<file path="config.mk">
export PLATFORM = sky130hd
export DESIGN_NAME = corefifo_wr_ptr_gray_gen
export DESIGN_NICKNAME = d
export VERILOG_FILES = /design/src/rtl/corefifo_pkg.sv /design/src/rtl/corefifo_gray2bin.sv /design/src/rtl/corefifo_wr_ptr_gray_gen.sv
export SDC_FILE = /design/constraint.sdc
export NUM_CORES = 1
export LEC_CHECK = 0
export ABC_CLOCK_PERIOD_IN_PS = 2850
export BUFFER_PORTS_ARGS = -buffer_cell sky130_fd_sc_hd__buf_2
export CORE_MARGIN = 3
export CORE_UTILIZATION = 49
export CTS_CLUSTER_DIAMETER = 50
export DETAILED_ROUTE_END_ITERATION = 16
export PLACE_DENSITY_LB_ADDON = 0.25
export RECOVER_POWER = 25
export SYNTH_ARGS = -nofsm -noshare
export SYNTH_HDL_FRONTEND = slang
export SYNTH_SLANG_ARGS = --single-unit
export TNS_END_PERCENT = 5
</file>
<file path="constraint.sdc">
create_clock -name clk -period 2.85 [get_ports clk]
set_input_delay 0.57 -clock clk [delete_from_list [all_inputs] [get_ports clk]]
set_output_delay 0.57 -clock clk [all_outputs]
set_load 0.01 [all_outputs]
</file>
<file path="src/rtl/corefifo_pkg.sv">
// Shared COREFIFO definitions: default geometry, pointer width and Gray helpers.
// Both pointer-domain blocks import this so they agree on pointer width.
package corefifo_pkg;

    localparam int CF_ADDRWIDTH    = 3;
    localparam int CF_AFULL_THRESH = 6;
    localparam int PTRW            = CF_ADDRWIDTH + 1;

    typedef logic [PTRW-1:0] ptr_t;

    function automatic ptr_t bin2gray(input ptr_t b);
        return b ^ (b >> 1);
    endfunction

    // Each binary bit is the XOR of all Gray bits at and above it.
    function automatic ptr_t gray2bin(input ptr_t g);
        ptr_t b;
        b[PTRW-1] = g[PTRW-1];
        for (int i = PTRW - 2; i >= 0; i--) begin
            b[i] = b[i+1] ^ g[i];
        end
        return b;
    endfunction

endpackage

</file>
<file path="src/rtl/corefifo_gray2bin.sv">
// Combinational Gray-to-binary converter (prefix XOR from the MSB down).
// Shared by the write-side and read-side pointer generators.
module corefifo_gray2bin #(
    parameter int W = 4
) (
    input  logic [W-1:0] gray,
    output logic [W-1:0] bin
);

    always_comb begin
        bin      = '0;
        bin[W-1] = gray[W-1];
        for (int i = W - 2; i >= 0; i--) begin
            bin[i] = bin[i+1] ^ gray[i];
        end
    end

endmodule

</file>
<file path="src/rtl/corefifo_wr_ptr_gray_gen.sv">
// Write-side pointer/flag generator for the async COREFIFO: binary write pointer,
// registered Gray export for the CDC path, and full/afull/fill/overflow flags.
module corefifo_wr_ptr_gray_gen
    import corefifo_pkg::*;
#(
    parameter int ADDRWIDTH    = CF_ADDRWIDTH,
    parameter int AFULL_THRESH = CF_AFULL_THRESH
) (
    input  logic                 clk,
    input  logic                 arst,
    input  logic                 wr_en,
    input  logic [ADDRWIDTH:0]   rd_ptr_gray_s,
    output logic [ADDRWIDTH:0]   wr_ptr_gray,
    output logic [ADDRWIDTH-1:0] waddr,
    output logic                 we,
    output logic                 full,
    output logic                 afull,
    output logic [ADDRWIDTH:0]   wr_cnt,
    output logic                 overflow
);

    localparam int PW = ADDRWIDTH + 1;
    localparam logic [PW-1:0] AFULL_LVL = PW'(AFULL_THRESH);

    logic [PW-1:0] wbin_q, wbin_d;
    logic [PW-1:0] wr_ptr_gray_q, wr_ptr_gray_d;
    logic          full_q, full_d;
    logic          afull_q, afull_d;
    logic [PW-1:0] wr_cnt_q, wr_cnt_d;
    logic          overflow_q, overflow_d;

    logic          accept;
    logic [PW-1:0] rbin;
    logic [PW-1:0] fill_nxt;
    logic [PW-1:0] rd_gray_wrapped;

    corefifo_gray2bin #(.W(PW)) u_rd_g2b (
        .gray (rd_ptr_gray_s),
        .bin  (rbin)
    );

    // Full means the write pointer is one lap ahead: in Gray that is the top two
    // bits inverted and the rest equal to the synchronized read pointer.
    assign rd_gray_wrapped = {~rd_ptr_gray_s[PW-1:PW-2], rd_ptr_gray_s[PW-3:0]};

    always_comb begin
        accept        = wr_en & ~full_q;
        wbin_d        = accept ? wbin_q + 1'b1 : wbin_q;
        wr_ptr_gray_d = wbin_d ^ (wbin_d >> 1);
        fill_nxt      = wbin_d - rbin;
        full_d        = (wr_ptr_gray_d == rd_gray_wrapped);
        afull_d       = (fill_nxt >= AFULL_LVL);
        wr_cnt_d      = fill_nxt;
        overflow_d    = wr_en & full_q;
    end

    always_ff @(posedge clk or posedge arst) begin
        if (arst) begin
            wbin_q        <= '0;
            wr_ptr_gray_q <= '0;
            full_q        <= 1'b0;
            afull_q       <= 1'b0;
            wr_cnt_q      <= '0;
            overflow_q    <= 1'b0;
        end else begin
            wbin_q        <= wbin_d;
            wr_ptr_gray_q <= wr_ptr_gray_d;
            full_q        <= full_d;
            afull_q       <= afull_d;
            wr_cnt_q      <= wr_cnt_d;
            overflow_q    <= overflow_d;
        end
    end

    assign wr_ptr_gray = wr_ptr_gray_q;
    assign waddr       = wbin_q[ADDRWIDTH-1:0];
    assign we          = accept;
    assign full        = full_q;
    assign afull       = afull_q;
    assign wr_cnt      = wr_cnt_q;
    assign overflow    = overflow_q;

endmodule

</file>
==> impl_results.md <==
* Max FO, Critical Path at 6
* Post-route cell area at 921 um2
* Area growth from synthesis to final layout at 18.3%
* Flops & latches, synth at 14
* Worst Path Buf+Inv at 1
* Slew Limit Fails at 0
* Worst slew margin at 66.5%
* LEAKAGE at 0.000482 uW
* HP Class: in -> async
* Fin crit share at 81.4%
* Max Root-Sink Buffers at 2
* Dpl ws at 0.254 ns
* Final core occ at 65.8%
* Fmax at 0.431 GHz
* Pwr Density at 1350 mW/mm2
* Remaining DRCs at 0
* Synth Instances at 60
* Placed instance area at 898 um2
* Max stage delay cell, worst path: dfrtp_1
* Hold Fails Final Rpt at 0
* H-Tree Depth at 1
* Sink count of the clock tree at 14
* Dpl hpwl at 1020 um
* Via total after detailed routing at 469
* Setup bufs post-CTS at 0
* Root Driver: clkbuf_4
* Period minus WS final at 2.32 ns
* Post-CTS Hold Buffers at 0
* Io pins at 22
* # nets final at 98
* DR vias/cell at 4.74
* Total grt overflow at 0
* Most common cell after layout, fill and taps aside: buf_2
* Critical path's top delay family: adder cells
* Final setup margin at 0.531 ns
* Final RePlAce weighted congestion at 0.766
* Crit path kind: reg -> reg
* PortBufs at 21
* RSZ-0062 raised after global routing: no
* CP Data Arrival Time at 2.47 ns
* Resized cells post-CTS at 0
* Wire length per cell at 12.3 um
* Initial DRC Count at 0
* Total core area at 0.00140 mm2
* Synth warn at 0
* Sequential fraction of the synthesis area at 45.0%
* Cell mode on critical path: ha_1
* Count of different cell masters after synthesis at 23
* Setup_tns at 0 ns
* Startpoint Class: flop
* Mapped Area at 778 um2
* Clock skew at 0.00380 ns
* CTS tree: built
* DIE AREA at 0.00210 mm2
* Initial antenna violation count at 0
* Max_cap viols at 0
* Max IR drop VDD at 0.827 mV
* Total wire length at 1220 um
* CP max stage delay at 0.48 ns
* Share of cells above drive strength 1 at 35.7%
* DRT Pass-1 Iters at 1
* Number of diodes at 0
* Syn Area/Cell at 13.0 um2
* # rows at 13
* Antenna-violating nets left at 0
* Die Y at 45.9 um
* Post-Syn Nets at 72
* CP endpoint kind: flop
* TritonCTS Buffers at 3
* Initial Util at 55.6%
* EDFF count, synth at 0
* Clock latency on the worst-skew pair at 0.26 ns
* Die width at 45.9 um
* Worst slew pin tran at 0.502 ns
* First-pass GRT wire length at 2010 um
* Commonest cells after routing, fill and taps aside: buf_2 (21), dfrtp_1 (14), inv_1 (8)
* Vias in the first global route at 464
* Crit path cell chain: ha_1 -> nand3b_1 -> xor2_1 -> inv_1 -> ha_1 -> a21oi_1 -> xnor3_1 -> a21o_1
* Ys flop type: dfrtp_1
* Status: finished, final reports clean
* Largest net degree at the start of global routing at 15
* Final setup fails at 0
* FFs w/ async S/R, synth at 100%
* Clk pin slew, worst setup/hold paths at 0.08 ns
* Gr usage total at 13.7%
* WP data required at 3.01 ns
## cells in the mapped netlist, drive strengths merged (2+ instances only)
library cell	number	share of area, %
nand3b	2	1.9
dfrtp	14	45
xnor3	2	5.8
ha	4	6.4
inv	8	3.9
nor2	4	1.9
mux2i	3	4.3
a21o	2	1.9
xor2	5	8.0
xnor2	6	7.7
## power by group
| group | internal, uW | switching, uW |
|---|---|---|
| Sequential | 308 | 76.3 |
| Combinational | 373 | 382 |
| Clock | 48.7 | 55.6 |
| Total | 731 | 514 |
## final cells by class
| cell class | count | area [um2] |
|---|---|---|
| Fill cell | 116 | 478 |
| Inverter | 8 | 30.0 |
| Timing Repair Buffer | 22 | 113 |
| Sequential cell | 14 | 350 |
| Multi-Input combinational cell | 37 | 387 |
| Tap cell | 15 | 18.8 |
| Clock buffer | 3 | 22.5 |
## flip-flops by register name, indices dropped and copies added, names as in the netlist
register     cells
wr_cnt           4
wr_ptr_gray      3
wbin_q           4
overflow         1
afull            1
full             1
## stage by stage
stage | total power [uW] | hold WS (ns) | std cells
6_report | 1240 | 0.317 | 99
5_1_grt | 1350 | 0.352 | 99
4_1_cts | 1260 | 0.338 | 99
3_5_place_dp | 1160 | 0.603 | 96
3_3_place_gp | 1130 | 0.588 | 96
2_1_floorplan | 939 | 0.459 | 60
## logic make-up (layout without fill, tap and decap cells)
| kind of cell | count (synthesis) | count (layout) | share of synthesized area (%) |
|---|---|---|---|
| flops | 14 | 14 | 45.0 |
| buf+inv | 9 | 33 | 5.31 |
| xor+xnor | 13 | 13 | 21.5 |
| mux | 3 | 3 | 4.34 |
| compound gates | 5 | 5 | 4.34 |
| fa+ha+maj | 5 | 5 | 9.00 |
| simple gates | 11 | 11 | 10.4 |
## worst reg2reg max path, cell delays in order (launching register included)
cell      delay [ns]
dfrtp_1         0.48
ha_1            0.24
nand3b_1        0.10
xor2_1          0.26
inv_1           0.19
ha_1            0.36
a21oi_1         0.15
xnor3_1         0.26
a21o_1          0.18
## final timing paths
path / cells past startpoint / slack [ns] / start / endpoint
setup / recovery: 8 / 0.53 / wbin_q[0] / afull
hold / removal: 2 / 0.32 / arst / overflow
setup reg to reg: 8 / 0.53 / wbin_q[0] / afull
hold reg to reg: 1 / 0.62 / full / overflow
max in group asynchronous: 2 / 2.20 / arst / wbin_q[1]
min in group clk: 2 / 0.57 / wr_en / overflow
## routing by layer
metal  global-route usage (%)  part of all wire (%)
met3                     1.19                   5.3
met4                     6.82                   1.6
met2                     23.1                    47
met5                        0                     0
met1                     17.4                    46
(Power assumes the default switching activity.)
